**src/rtl/cpu_muldiv_pkg.sv**
```systemverilog
// Shared op codes, FSM state type and port ids for the mul/div arbiter.
package cpu_muldiv_pkg;

    localparam logic [2:0] MD_MUL   = 3'd0;
    localparam logic [2:0] MD_MULH  = 3'd1;
    localparam logic [2:0] MD_MULHU = 3'd2;
    localparam logic [2:0] MD_DIV   = 3'd3;
    localparam logic [2:0] MD_DIVU  = 3'd4;
    localparam logic [2:0] MD_REM   = 3'd5;
    localparam logic [2:0] MD_REMU  = 3'd6;

    localparam logic PORT_A = 1'b0;
    localparam logic PORT_B = 1'b1;

    typedef enum logic [1:0] {
        IDLE = 2'd0,
        RUN  = 2'd1,
        RESP = 2'd2
    } state_t;

    // Op codes 0..6 are defined; 7 is accepted but never reaches a unit.
    function automatic logic md_op_valid(input logic [2:0] op);
        return (op != 3'd7);
    endfunction

    function automatic logic md_is_mul(input logic [2:0] op);
        return (op == MD_MUL) || (op == MD_MULH) || (op == MD_MULHU);
    endfunction

    function automatic logic md_is_signed(input logic [2:0] op);
        return (op == MD_MUL) || (op == MD_MULH) || (op == MD_DIV) || (op == MD_REM);
    endfunction

endpackage

```
**src/rtl/cpu_muldiv_rr_grant.sv**
```systemverilog
// Two-way round-robin picker: a lone requester always wins, a tie goes to prio.
module cpu_muldiv_rr_grant
    import cpu_muldiv_pkg::*;
(
    input  logic       i_a_valid,
    input  logic       i_b_valid,
    input  logic       i_prio,
    output logic [1:0] o_grant
);

    // One-hot grant: bit 0 = port A, bit 1 = port B.
    always_comb begin
        o_grant = '0;
        if (i_a_valid && i_b_valid) begin
            o_grant = (i_prio == PORT_B) ? 2'b10 : 2'b01;
        end else if (i_a_valid) begin
            o_grant = 2'b01;
        end else if (i_b_valid) begin
            o_grant = 2'b10;
        end
    end

endmodule

```
**src/rtl/cpu_muldiv_arbiter.sv**
```systemverilog
// Shares one multiply and one divide unit between ports A and B, counts the
// fixed unit latency and returns the selected result over a valid/ready handshake.
module cpu_muldiv_arbiter
    import cpu_muldiv_pkg::*;
#(
    parameter int unsigned MUL_LATENCY = 2,
    parameter int unsigned DIV_LATENCY = 14
) (
    input  logic        i_clock,
    input  logic        i_reset,
    input  logic        i_flush,

    input  logic        i_a_valid,
    input  logic [2:0]  i_a_op,
    input  logic [31:0] i_a_op1,
    input  logic [31:0] i_a_op2,
    output logic        o_a_ready,
    output logic        o_a_resp_valid,
    input  logic        i_a_resp_ready,
    output logic [31:0] o_a_resp_data,

    input  logic        i_b_valid,
    input  logic [2:0]  i_b_op,
    input  logic [31:0] i_b_op1,
    input  logic [31:0] i_b_op2,
    output logic        o_b_ready,
    output logic        o_b_resp_valid,
    input  logic        i_b_resp_ready,
    output logic [31:0] o_b_resp_data,

    output logic        o_unit_latch,
    output logic        o_unit_signed,
    output logic [31:0] o_unit_op1,
    output logic [31:0] o_unit_op2,
    input  logic [63:0] i_mul_result,
    input  logic [31:0] i_div_result,
    input  logic [31:0] i_div_remainder,

    output logic        o_busy
);

    localparam int unsigned MAX_LAT = (DIV_LATENCY > MUL_LATENCY) ? DIV_LATENCY : MUL_LATENCY;
    localparam int unsigned CNT_W   = $clog2(MAX_LAT + 1) + 1;

    state_t             r_state,          w_state_next;
    logic [CNT_W-1:0]   r_count,          w_count_next;
    logic               r_prio,           w_prio_next;
    logic               r_port,           w_port_next;
    logic [2:0]         r_op,             w_op_next;
    logic               r_a_ready,        w_a_ready_next;
    logic               r_b_ready,        w_b_ready_next;
    logic               r_a_resp_valid,   w_a_resp_valid_next;
    logic               r_b_resp_valid,   w_b_resp_valid_next;
    logic [31:0]        r_a_resp_data,    w_a_resp_data_next;
    logic [31:0]        r_b_resp_data,    w_b_resp_data_next;
    logic               r_unit_latch,     w_unit_latch_next;
    logic               r_unit_signed,    w_unit_signed_next;
    logic [31:0]        r_unit_op1,       w_unit_op1_next;
    logic [31:0]        r_unit_op2,       w_unit_op2_next;

    logic [1:0]         w_grant;
    logic [2:0]         w_sel_op;
    logic [31:0]        w_sel_op1;
    logic [31:0]        w_sel_op2;
    logic               w_done;
    logic [31:0]        w_result;
    logic               w_resp_ready;

    cpu_muldiv_rr_grant u_rr_grant (
        .i_a_valid (i_a_valid),
        .i_b_valid (i_b_valid),
        .i_prio    (r_prio),
        .o_grant   (w_grant)
    );

    // Request mux, latency-reached test and per-op result field selection.
    always_comb begin
        w_sel_op  = w_grant[1] ? i_b_op  : i_a_op;
        w_sel_op1 = w_grant[1] ? i_b_op1 : i_a_op1;
        w_sel_op2 = w_grant[1] ? i_b_op2 : i_a_op2;
        w_resp_ready = (r_port == PORT_B) ? i_b_resp_ready : i_a_resp_ready;
        if (md_is_mul(r_op)) begin
            w_done   = (r_count == CNT_W'(MUL_LATENCY));
            w_result = (r_op == MD_MUL) ? i_mul_result[31:0] : i_mul_result[63:32];
        end else begin
            w_done   = (r_count == CNT_W'(DIV_LATENCY));
            w_result = ((r_op == MD_DIV) || (r_op == MD_DIVU)) ? i_div_result : i_div_remainder;
        end
    end

    // Next-state and registered-output logic; flush outranks the response handshake.
    always_comb begin
        w_state_next        = r_state;
        w_count_next        = r_count;
        w_prio_next         = r_prio;
        w_port_next         = r_port;
        w_op_next           = r_op;
        w_a_ready_next      = 1'b0;
        w_b_ready_next      = 1'b0;
        w_unit_latch_next   = 1'b0;
        w_unit_signed_next  = r_unit_signed;
        w_unit_op1_next     = r_unit_op1;
        w_unit_op2_next     = r_unit_op2;
        w_a_resp_valid_next = r_a_resp_valid;
        w_b_resp_valid_next = r_b_resp_valid;
        w_a_resp_data_next  = r_a_resp_data;
        w_b_resp_data_next  = r_b_resp_data;

        unique case (r_state)
            IDLE: begin
                if (!i_flush && (w_grant != 2'b00)) begin
                    w_port_next     = w_grant[1] ? PORT_B : PORT_A;
                    w_op_next       = w_sel_op;
                    w_unit_op1_next = w_sel_op1;
                    w_unit_op2_next = w_sel_op2;
                    w_count_next    = '0;
                    if (w_grant[1]) begin
                        w_b_ready_next = 1'b1;
                    end else begin
                        w_a_ready_next = 1'b1;
                    end
                    if (md_op_valid(w_sel_op)) begin
                        w_unit_latch_next  = 1'b1;
                        w_unit_signed_next = md_is_signed(w_sel_op);
                        w_state_next       = RUN;
                    end else begin
                        // Undefined op: answer 0 without starting a unit.
                        w_unit_signed_next = 1'b0;
                        w_state_next       = RESP;
                        if (w_grant[1]) begin
                            w_b_resp_valid_next = 1'b1;
                            w_b_resp_data_next  = '0;
                        end else begin
                            w_a_resp_valid_next = 1'b1;
                            w_a_resp_data_next  = '0;
                        end
                    end
                end
            end
            RUN: begin
                if (i_flush) begin
                    w_state_next = IDLE;
                    w_count_next = '0;
                end else if (w_done) begin
                    w_state_next = RESP;
                    if (r_port == PORT_B) begin
                        w_b_resp_valid_next = 1'b1;
                        w_b_resp_data_next  = w_result;
                    end else begin
                        w_a_resp_valid_next = 1'b1;
                        w_a_resp_data_next  = w_result;
                    end
                end else begin
                    w_count_next = r_count + 1'b1;
                end
            end
            RESP: begin
                if (i_flush) begin
                    w_state_next        = IDLE;
                    w_a_resp_valid_next = 1'b0;
                    w_b_resp_valid_next = 1'b0;
                end else if (w_resp_ready) begin
                    w_state_next        = IDLE;
                    w_a_resp_valid_next = 1'b0;
                    w_b_resp_valid_next = 1'b0;
                    w_prio_next         = (r_port == PORT_A) ? PORT_B : PORT_A;
                end
            end
            default: begin
                w_state_next = IDLE;
            end
        endcase
    end

    // State and output registers with synchronous reset.
    always_ff @(posedge i_clock) begin
        if (i_reset) begin
            r_state        <= IDLE;
            r_count        <= '0;
            r_prio         <= PORT_A;
            r_port         <= PORT_A;
            r_op           <= '0;
            r_a_ready      <= 1'b0;
            r_b_ready      <= 1'b0;
            r_a_resp_valid <= 1'b0;
            r_b_resp_valid <= 1'b0;
            r_a_resp_data  <= '0;
            r_b_resp_data  <= '0;
            r_unit_latch   <= 1'b0;
            r_unit_signed  <= 1'b0;
            r_unit_op1     <= '0;
            r_unit_op2     <= '0;
        end else begin
            r_state        <= w_state_next;
            r_count        <= w_count_next;
            r_prio         <= w_prio_next;
            r_port         <= w_port_next;
            r_op           <= w_op_next;
            r_a_ready      <= w_a_ready_next;
            r_b_ready      <= w_b_ready_next;
            r_a_resp_valid <= w_a_resp_valid_next;
            r_b_resp_valid <= w_b_resp_valid_next;
            r_a_resp_data  <= w_a_resp_data_next;
            r_b_resp_data  <= w_b_resp_data_next;
            r_unit_latch   <= w_unit_latch_next;
            r_unit_signed  <= w_unit_signed_next;
            r_unit_op1     <= w_unit_op1_next;
            r_unit_op2     <= w_unit_op2_next;
        end
    end

    assign o_a_ready      = r_a_ready;
    assign o_b_ready      = r_b_ready;
    assign o_a_resp_valid = r_a_resp_valid;
    assign o_b_resp_valid = r_b_resp_valid;
    assign o_a_resp_data  = r_a_resp_data;
    assign o_b_resp_data  = r_b_resp_data;
    assign o_unit_latch   = r_unit_latch;
    assign o_unit_signed  = r_unit_signed;
    assign o_unit_op1     = r_unit_op1;
    assign o_unit_op2     = r_unit_op2;
    assign o_busy         = (r_state != IDLE);

endmodule
```
**config.mk**
```make
export PLATFORM = sky130hd
export DESIGN_NAME = cpu_muldiv_arbiter
export DESIGN_NICKNAME = d
export VERILOG_FILES = /design/src/rtl/cpu_muldiv_pkg.sv /design/src/rtl/cpu_muldiv_rr_grant.sv /design/src/rtl/cpu_muldiv_arbiter.sv
export SDC_FILE = /design/constraint.sdc
export NUM_CORES = 1
export LEC_CHECK = 0
export CAP_MARGIN = 40
export CORE_AREA = 2 2 156 158
export CTS_BUF_LIST = sky130_fd_sc_hd__clkbuf_16
export DETAILED_ROUTE_END_ITERATION = 8
export DIE_AREA = 0 0 158 160
export HOLD_SLACK_MARGIN = 0.06
export PLACE_DENSITY = 0.67
export SLEW_MARGIN = 20
export SYNTH_ARGS = -nofsm -noshare
export SYNTH_HDL_FRONTEND = slang
export SYNTH_HIERARCHICAL = 1
export SYNTH_SLANG_ARGS = --single-unit
```
**constraint.sdc**
```tcl
create_clock -name i_clock -period 3.5 [get_ports i_clock]
set_input_delay 0.525 -clock i_clock [delete_from_list [all_inputs] [get_ports i_clock]]
set_output_delay 0.525 -clock i_clock [all_outputs]
set_load 0.005 [all_outputs]
```
### Word level (Yosys, flattened, before mapping)

Cells that the tools add are included.

| cells by class | value |
|---|---|
| $add $sub $neg | 1 |
| equal/unequal tests | 23 |
| muxes and demuxes | 58 |
| bitwise gates (word level) | 3 |
| reductions and logical operators | 25 |

Operator list:

| kind | count |
|---|---|
| 2-to-1 mux 32 bit | 17 |
| one-hot mux 32 bit (2 select lines) | 2 |
| 2-to-1 mux 1 bit | 21 |
| 2-to-1 mux 2 bit | 10 |
| inequality test 2 bit, second input constant | 8 |
| AND reduction 8 bit | 2 |
| 2-to-1 mux 5 bit | 3 |
| AND reduction 7 bit | 2 |
| inequality test 3 bit, second input constant | 4 |
| one-hot mux 5 bit (2 select lines) | 1 |
| equality test 3 x 2 -> 1 bit, second input constant | 3 |
| AND reduction 3 bit | 3 |
| equality test 3 x 1 -> 1 bit, second input constant | 2 |
| equality test 3 bit, second input constant | 2 |
| logical NOT 3 bit | 2 |
| logical OR 1 bit | 6 |
| one-hot mux 1 bit (3 select lines) | 2 |
| one-hot mux 2 bit (3 select lines) | 1 |
| nonzero test 2 bit | 3 |
| adder 5 x 1 -> 5 bit, second input constant | 1 |
| equality test 5 x 2 -> 1 bit, second input constant | 1 |
| equality test 5 x 4 -> 1 bit, second input constant | 1 |
| 2-to-1 mux 3 bit | 1 |
| NOT 1 bit | 3 |
| 8 further kinds | 9 |

| storage, ports and cells | value |
|---|---|
| flip-flop bits (word level) | 146 |
| input port bits | 269 |
| output and inout bits | 135 |
| word-level logic and storage cells | 125 |

### Logic depth before layout (Yosys ltp)

Gate-level depths: netlist of run 1.

| logic depth | value |
|---|---|
| depth after elaboration | 9 |
| depth in mapped cells | 10 |
| mapped depth without buffers | 7 |

### Hierarchy

The synthesis of run 1 kept the hierarchy.

By module, submodules not included:

| module | times used | cells an instance | area each (µm²) | sequential area each (µm²) |
|---|---|---|---|---|
| cpu_muldiv_arbiter | 1 | 842 | 7268.2 | 2922.8 |
| cpu_muldiv_rr_grant | 1 | 3 | 18.8 | 0.0 |

### Worst setup path before layout of run 1

OpenSTA, ideal clock, no wires.

| timing path | value |
|---|---|
| path type | in2reg |
| start | input i_b_valid |
| end | register r_unit_op1[0] (netlist: o_unit_op1[0]) |
| setup time | 0.134 ns |
| data arrival time | 1.905 ns |
| data required time | 3.366 ns |
| path slack | 1.461 ns |
| stages on the path | 7 |
| buffers on the path | 3 |
| path through | a21boi_1 -> o21ba_2 -> and2_1 -> clkbuf_1 -> clkbuf_1 -> buf_2 -> a211oi_1 |

| between the ends | value |
|---|---|
| word-level cells in the longest chain between the ends | 6 |
| elaborated cells on any way between the ends | 8 |
| those cells by class | mux: 4; reduce/logical: 4 |

Ends and longest elaborated chain:

| item | RTL line | source |
|---|---|---|
| start: declaration | cpu_muldiv_arbiter.sv:22 | `input logic i_b_valid,` |
| 2-to-1 mux 2 bit | cpu_muldiv_rr_grant.sv:18 | `end else if (i_b_valid) begin` |
| 2-to-1 mux 2 bit | cpu_muldiv_rr_grant.sv:16 | `end else if (i_a_valid) begin` |
| 2-to-1 mux 2 bit * | cpu_muldiv_rr_grant.sv:14 | `if (i_a_valid && i_b_valid) begin` |
| nonzero test 2 bit | cpu_muldiv_arbiter.sv:111 | `if (!i_flush && (w_grant != 2'b00)) begin` |
| logical AND 1 bit | cpu_muldiv_arbiter.sv:111 |  |
| AND reduction 2 bit (no source line) | n/a |  |
| end signal: assignment | cpu_muldiv_arbiter.sv:207 | `r_unit_op1 <= w_unit_op1_next;` |
| end: declaration | cpu_muldiv_arbiter.sv:58 | `logic [31:0] r_unit_op1, w_unit_op1_next;` |

Every way passes the cells marked *; elsewhere a longest branch is shown, timed or not.
A chain may end at the register's enable or synchronous reset.

### Final worst setup path of run 1

| timing path | value |
|---|---|
| start | register r_count[0] |
| end | register r_a_resp_data[23] (netlist: o_a_resp_data[23]) |

| between the ends | value |
|---|---|
| word-level cells in the longest chain between the ends | 4 |
| elaborated cells on any way between the ends | 5 |
| those cells by class | eq/ne: 3; mux: 1; reduce/logical: 1 |

Ends and longest elaborated chain:

| item | RTL line | source |
|---|---|---|
| start: declaration | cpu_muldiv_arbiter.sv:46 | `logic [CNT_W-1:0] r_count, w_count_next;` |
| start signal: assignment | cpu_muldiv_arbiter.sv:195 | `r_count <= w_count_next;` |
| equality test 5 x 4 -> 1 bit or equality test 5 x 2 -> 1 bit (tied branches) | cpu_muldiv_arbiter.sv:86, cpu_muldiv_arbiter.sv:83 |  |
| 2-to-1 mux 1 bit * | cpu_muldiv_arbiter.sv:82 | `if (md_is_mul(r_op)) begin` |
| inequality test 2 bit (no source line) * | n/a |  |
| AND reduction 7 bit (no source line) * | n/a |  |
| end signal: assignment | cpu_muldiv_arbiter.sv:203 | `r_a_resp_data <= w_a_resp_data_next;` |
| end: declaration | cpu_muldiv_arbiter.sv:54 | `logic [31:0] r_a_resp_data, w_a_resp_data_next;` |

Marks and branches as above.

==> impl_metrics.toml, run 1 <==
[clock_tree]
post_cts_setup_buffers = 0
clock_tree.root_cell = "sky130_fd_sc_hd__clkbuf_16"
clk_pin_slew_worst_paths_ns = 0.06
cts-buffers-inserted = 17
clock-sinks = 146
ctsHtreeMaxLevel = 4
postCtsResizedCells = 0
cts_tree = "yes"
max-clock-path-buffers = 2
cts.hold.buffers_added = 0
clk_latency_ns = 0.42

[global_route]
grt_use_total_pct = 20.8
largest_net_degree_at_the_start_of_global_routing = 79
grt_pass1_vias = 7226
first_pass_grt_wire_length_mm = 40.4
antenna_found_initial = 3
global_route.overflow_total = 0

[hold_path]
min_delay_path_depth = 2
hold_path.startpoint = "o_a_resp_valid"
end_point_of_the_most_critical_hold_path = "o_a_resp_valid"
hp-class = "register to register"

[setup_path]
cp_max_fo = 17
r2r_start = "r_count[0]"
r2r-end = "o_a_resp_data[23]"
critical_path_endpoint_category = "register"
cp.arrival_ns = 2.70
number_of_cells_traversed_by_the_worst_register_to_register_path = 8
worst_ep_required_time_ns = 3.77
ff2ff_setup_slack_ns = 1.07
worst_setup_sp_type = "register"
path_class = "register to register"

[logic_synthesis]
synth_cell_types = 44
postSynthCellCount = 845
synth_flop_cell = "sky130_fd_sc_hd__dfxtp_1"
syn-num-nets = 1116
synth_warnings = 6
synthArstFlopShare_pct = 0
syn-mean-instance-area_sq_um = 8.62
synth.ff_latch_count = 146
sequential_area_share_after_synthesis_pct = 40.1
synth_edf_count = 0
area_of_the_mapped_netlist_sq_um = 7290

[floorplan]
die_w_um = 158
starting_density_pct = 30.6
floorplan.io_pins = 404
height_of_the_chip_um = 160
fp.dieArea_sq_um = 25300
core_area_sq_um = 23800
rows = 57

[run_status]
status = "complete, no violations"

[job]
cap_viol_max_count = 0

[power]
cellLeakagePower_nw = 4.50
max-vdd-ir-drop_mv = 0.297
total_power_mw = 4.70
cellPowerDensity_nw_per_um2 = 384

[timing]
final-hold-violation-count = 0
fin_hold_ws_ns = 0.458
setup-violations-final = 0
final_period_minus_worst_setup_slack_ns = 2.43
rsz0062_at_grt = "no"
number_of_pins_with_negative_max_slew_slack_in_the_final_report = 0
finalCritPeriodShare_pct = 69.4
worst-slew-pin-transition_ns = 0.764
fin_skew_ns = 0.0118
post-route-worst-setup-slack_ns = 1.07
timing.slew.headroom_pct = 49.1
setup_tns_ns = 0
fmax_mhz = 412

[final_layout]
utilization_pct = 51.3
ff_latch_area_sq_um = 2920
fin_nets = 1478
final_layout_size_suffix_gt1_share_pct = 5.25
multi_input_area_sq_um = 4030
area_growth_from_synthesis_to_layout_pct = 67.7
layout_common_cells = "402 x sky130_fd_sc_hd__clkdlybuf4s50_1, 145 x sky130_fd_sc_hd__dfxtp_1, 100 x sky130_fd_sc_hd__mux2i_1"
layoutNonFillerInstCount = 1544
postLayoutCellArea_sq_um = 12200
filler_cell_count = 2311
mostFrequentLayoutCell = "sky130_fd_sc_hd__clkdlybuf4s50_1"

[route]
detailedRoute.firstPassIterationCount = 4
routed-via-count = 7641
routed_wl_mm = 27.6
detail_route.iter0.violations = 449
remaining_antenna_violation_count_after_routing = 0
post-route-drc-count = 0
avg_wl_per_cell_um = 17.9
vias_per_std_cell = 4.95

[placed_design]
place_inst = 1512
post-place-ws_ns = 0.662
detailedPlacementHpwl_mm = 21.2
gpl.final_weighted_congestion = 0.809
place_area_sq_um = 11600
place.port_buffers = 403
-- final cells by class --
class / count / area share [%]
Antenna cell: 2 / 0.0409
Tap cell: 324 / 3.32
Sequential cell: 146 / 23.9
Multi-Input combinational cell: 611 / 33.0
Clock inverter: 13 / 1.34
Inverter: 9 / 0.276
Timing Repair Buffer: 422 / 34.6
Clock buffer: 17 / 3.48
-- critical path, cell delays in order (launching register included) --
cell                      delay [ns]
sky130_fd_sc_hd__dfxtp_1        0.32
sky130_fd_sc_hd__inv_1          0.08
sky130_fd_sc_hd__ha_1           0.17
sky130_fd_sc_hd__or4b_4         0.48
sky130_fd_sc_hd__mux2i_4        0.29
sky130_fd_sc_hd__nand3_2        0.13
sky130_fd_sc_hd__a21o_2         0.42
sky130_fd_sc_hd__buf_12         0.25
sky130_fd_sc_hd__mux2i_1        0.13
-- where the power goes --
part	total, mW	leakage (nW)	switching, mW	internal, mW
Sequential	1.79	1.19	0.0474	1.74
Combinational	1.07	3.03	0.460	0.610
Clock	1.84	0.279	0.725	1.11
Total	4.70	4.50	1.23	3.47
-- cell usage after synthesis, drive strengths merged (2+ instances only) --
cell type  instances  area [sq um]
xnor2              3          26.3
mux2i            101          1020
clkbuf            62           233
a21oi             12          63.8
nor2              79           297
a221oi            32           280
inv                9          33.8
maj3               2          20.0
a21boi             2          15.0
nand3b            32           240
buf               17           105
and3               2          12.5
nand2b            34           213
and2              34           213
dfxtp            146          2920
a21o               2          15.0
nand2             76           285
a211oi            68           510
nand4b             2          17.5
nand3              4          25.0
ha                 2          25.0
o21ai             69           345
a31oi             35           219
nor3               6          30.0
-- worst max path at each step --
stage,slack [ns],depth (start not counted),startpoint,endpoint
floorplan,1.46,7,i_b_valid,o_unit_op1[0]
global placement,0.64,8,i_a_valid,o_a_resp_data[15]
detailed placement,0.66,6,i_b_valid,o_unit_op2[7]
CTS,1.07,8,r_count[0],o_a_resp_data[23]
global route,0.93,6,i_b_valid,o_unit_op2[10]
finish,1.07,8,r_count[0],o_a_resp_data[23]
-- per-layer routing --
| metal | vias up | GRT usage [%] | wire [um] |
|---|---|---|---|
| li1 | 3771 | - | - |
| met1 | 3512 | 23.2 | 10800 |
| met2 | 316 | 36.4 | 13400 |
| met3 | 38 | 6.87 | 2580 |
| met4 | 4 | 8.03 | 755 |
| met5 | - | 0 | 26 |
-- sequential cells by signal, indices dropped and copies added (netlist names), 2 cells and up --
signal         flops
o_a_resp_data     32
o_b_resp_data     32
o_unit_op1        32
o_unit_op2        32
r_count            5
r_op               3
r_state            2
-- cell families (layout without fill, tap and decap cells) --
family | Yosys count | in the layout | share of synthesized area (%)
and+or+nand+nor | 276 | 276 | 19.0
adders and majority gates | 4 | 4 | 0.618
muxes | 102 | 102 | 14.2
DFF | 146 | 146 | 40.1
buffers and inverters | 88 | 461 | 5.10
xor gates and xnor gates | 3 | 3 | 0.361
AOI/OAI and AO/OA | 226 | 226 | 20.6
other | 0 | 2 | 0
(Power assumes the default switching activity.)
==> run 2, diff against run 1 <==
--- a/config.mk
+++ b/config.mk
@@ -6,12 +6,12 @@
 export NUM_CORES = 1
 export LEC_CHECK = 0
 export CAP_MARGIN = 40
-export CORE_AREA = 2 2 156 158
+export CORE_AREA = 2 2 157 159
 export CTS_BUF_LIST = sky130_fd_sc_hd__clkbuf_16
 export DETAILED_ROUTE_END_ITERATION = 8
-export DIE_AREA = 0 0 158 160
+export DIE_AREA = 0 0 159 161
 export HOLD_SLACK_MARGIN = 0.06
-export PLACE_DENSITY = 0.67
+export PLACE_DENSITY = 0.68
 export SLEW_MARGIN = 20
 export SYNTH_ARGS = -nofsm -noshare
 export SYNTH_HDL_FRONTEND = slang
==> constraint.sdc (replaced) <==
create_clock -name i_clock -period 2.1 [get_ports i_clock]
set_input_delay 0.315 -clock i_clock [delete_from_list [all_inputs] [get_ports i_clock]]
set_output_delay 0.315 -clock i_clock [all_outputs]
set_load 0.005 [all_outputs]
==> run 2 against run 1 <==
  * Largest cell class unchanged
  * Clock skew is 0.0021 ns lower
  * Sequential power is 66% higher
  * Die area is 1.3% higher
  * Worst setup slack worse by 1.0 ns
  * First-iteration DRC count is 19% higher
  * Final area is 4.2% higher
==> impl_metrics.toml, run 2 (same netlist as run 1, synthesis figures left out) <==
[run_status]
status = "complete, no violations"

[setup_path]
cp.arrival_ns = 2.33
worst_path_largest_cell_delay_ns = 0.46
cp_max_fo = 6
crit_chain = "inv_2 > ha_4 > or4b_4 > mux2i_4 > nand3_2 > a21o_4 > clkbuf_16 > mux2i_1"
critical_path_buffer_and_inverter_count = 2
critical_path_endpoint_category = "register"
path_class = "register to register"
worst_setup_sp_type = "register"
critical_path.slowest_cell = "sky130_fd_sc_hd__or4b_4"
worst_ep_required_time_ns = 2.39
critPathTopFamily = "simple AND/OR/NAND/NOR gates"

[power]
total_power_mw = 8.09
cellPowerDensity_nw_per_um2 = 635
cellLeakagePower_nw = 4.78
max-vdd-ir-drop_mv = 0.494

[route]
detailedRoute.firstPassIterationCount = 4
avg_wl_per_cell_um = 17.7
post-route-drc-count = 0
routed-via-count = 7822
vias_per_std_cell = 4.94
detail_route.iter0.violations = 533
routed_wl_mm = 28.1
remaining_antenna_violation_count_after_routing = 0

[timing]
final_period_minus_worst_setup_slack_ns = 2.04
setup-violations-final = 0
post-route-worst-setup-slack_ns = 0.0592
fin_hold_ws_ns = 0.423
fmax_mhz = 490
timing.slew.headroom_pct = 54.9
final-hold-violation-count = 0
finalCritPeriodShare_pct = 97.2
fin_skew_ns = 0.00971
worst-slew-pin-transition_ns = 0.674
number_of_pins_with_negative_max_slew_slack_in_the_final_report = 0

[floorplan]
core_area_sq_um = 24000
rows = 57
starting_density_pct = 30.4
fp.dieArea_sq_um = 25600
floorplan.io_pins = 404
die_w_um = 159
height_of_the_chip_um = 161

[placed_design]
detailedPlacementHpwl_mm = 21.2
place.port_buffers = 403
gpl.final_weighted_congestion = 0.842
post-place-ws_ns = -0.162

[clock_tree]
ctsHtreeMaxLevel = 4
max-clock-path-buffers = 2
cts-buffers-inserted = 17
clock-sinks = 146
clock_tree.root_cell = "sky130_fd_sc_hd__clkbuf_16"
clk_pin_slew_worst_paths_ns = 0.07
cts.hold.buffers_added = 0
clk_latency_ns = 0.42
cts_tree = "yes"

[final_layout]
fin_nets = 1517
final_layout_size_suffix_gt1_share_pct = 8.98
filler_cell_count = 2266
area_growth_from_synthesis_to_layout_pct = 74.8
layout_common_cells = "402 x sky130_fd_sc_hd__clkdlybuf4s50_1, 140 x sky130_fd_sc_hd__dfxtp_1, 100 x sky130_fd_sc_hd__mux2i_1"
mostFrequentLayoutCell = "sky130_fd_sc_hd__clkdlybuf4s50_1"

[global_route]
largest_net_degree_at_the_start_of_global_routing = 146
grt_pass1_vias = 7563
global_route.overflow_total = 0
first_pass_grt_wire_length_mm = 42.5
antenna_found_initial = 1
grt_use_total_pct = 21.1

[hold_path]
hp-class = "primary input to register"

[job]
cap_viol_max_count = 0
==> run 2: changes by cell type in the layout (fill, tap and decap cells not counted), sizes merged <==
cell	previous run	this run
buf	20	56
clkbuf	17	20
clkinv	4	2
clkinvlp	4	1
diode	2	1
inv	11	18
==> run 2: worst min-delay path, cell delays in order <==
cell	delay, ns
sky130_fd_sc_hd__buf_4	0.13
sky130_fd_sc_hd__buf_12	0.21
sky130_fd_sc_hd__nor2_1	0.14
==> run 2: metrics by stage <==
stage / instance area [sq um] / setup TNS, ns / instances / utilization, %
after floorplan: 7290 / 0 / 845 / -
after global placement: 11900 / -5.64 / 1542 / 49.8
after detailed placement: 11900 / -9.66 / 1542 / 49.8
after CTS: 12600 / 0 / 1574 / 52.4
after global routing: 12700 / -0.0990 / 1584 / 53.2
final: 12700 / 0 / 1584 / 53.2
==> run 2: final cells by class <==
class / count / area, sq um / area share, %
Inverter: 9 / 33.8 / 0.265
Sequential cell: 146 / 2930 / 23.0
Timing Repair Buffer: 461 / 4690 / 36.8
Tap cell: 324 / 405 / 3.18
Clock inverter: 15 / 194 / 1.52
Clock buffer: 17 / 425 / 3.34
Multi-Input combinational cell: 611 / 4060 / 31.9
Antenna cell: 1 / 2.50 / 0.0196
==> run 2: routing by layer <==
metal,part of all wire (%),global-route usage (%),up-vias
li1,-,-,3868
met1,39,23.6,3596
met2,51,38.0,325
met3,8.3,6.73,33
met4,1.7,6.82,0
met5,0,0,-
==> run 2: timing repair <==
action / 4_1_cts / 5_1_grt
pin swaps: 0 / 4
gates resized for setup: 2 / 15
endpoints found under the setup margin: 1 / 43
cloned: 0 / 4
buffers inserted: 0 / 5
==> run 2: worst paths after layout <==
kind / start / endpoint / slack [ns] / cells after the start
worst max-delay path: r_count[0] / o_a_resp_data[1] / 0.06 / 8
worst min-delay path: i_reset / r_port / 0.42 / 3
worst max register to register: r_count[0] / o_a_resp_data[1] / 0.06 / 8
worst min register to register: o_a_resp_valid / o_a_resp_valid / 0.45 / 2
==> run 2: where the power goes <==
group | internal (mW) | switching, mW
sequential | 2.90 | 0.0811
combinational | 1.11 | 0.788
clock | 1.91 | 1.30
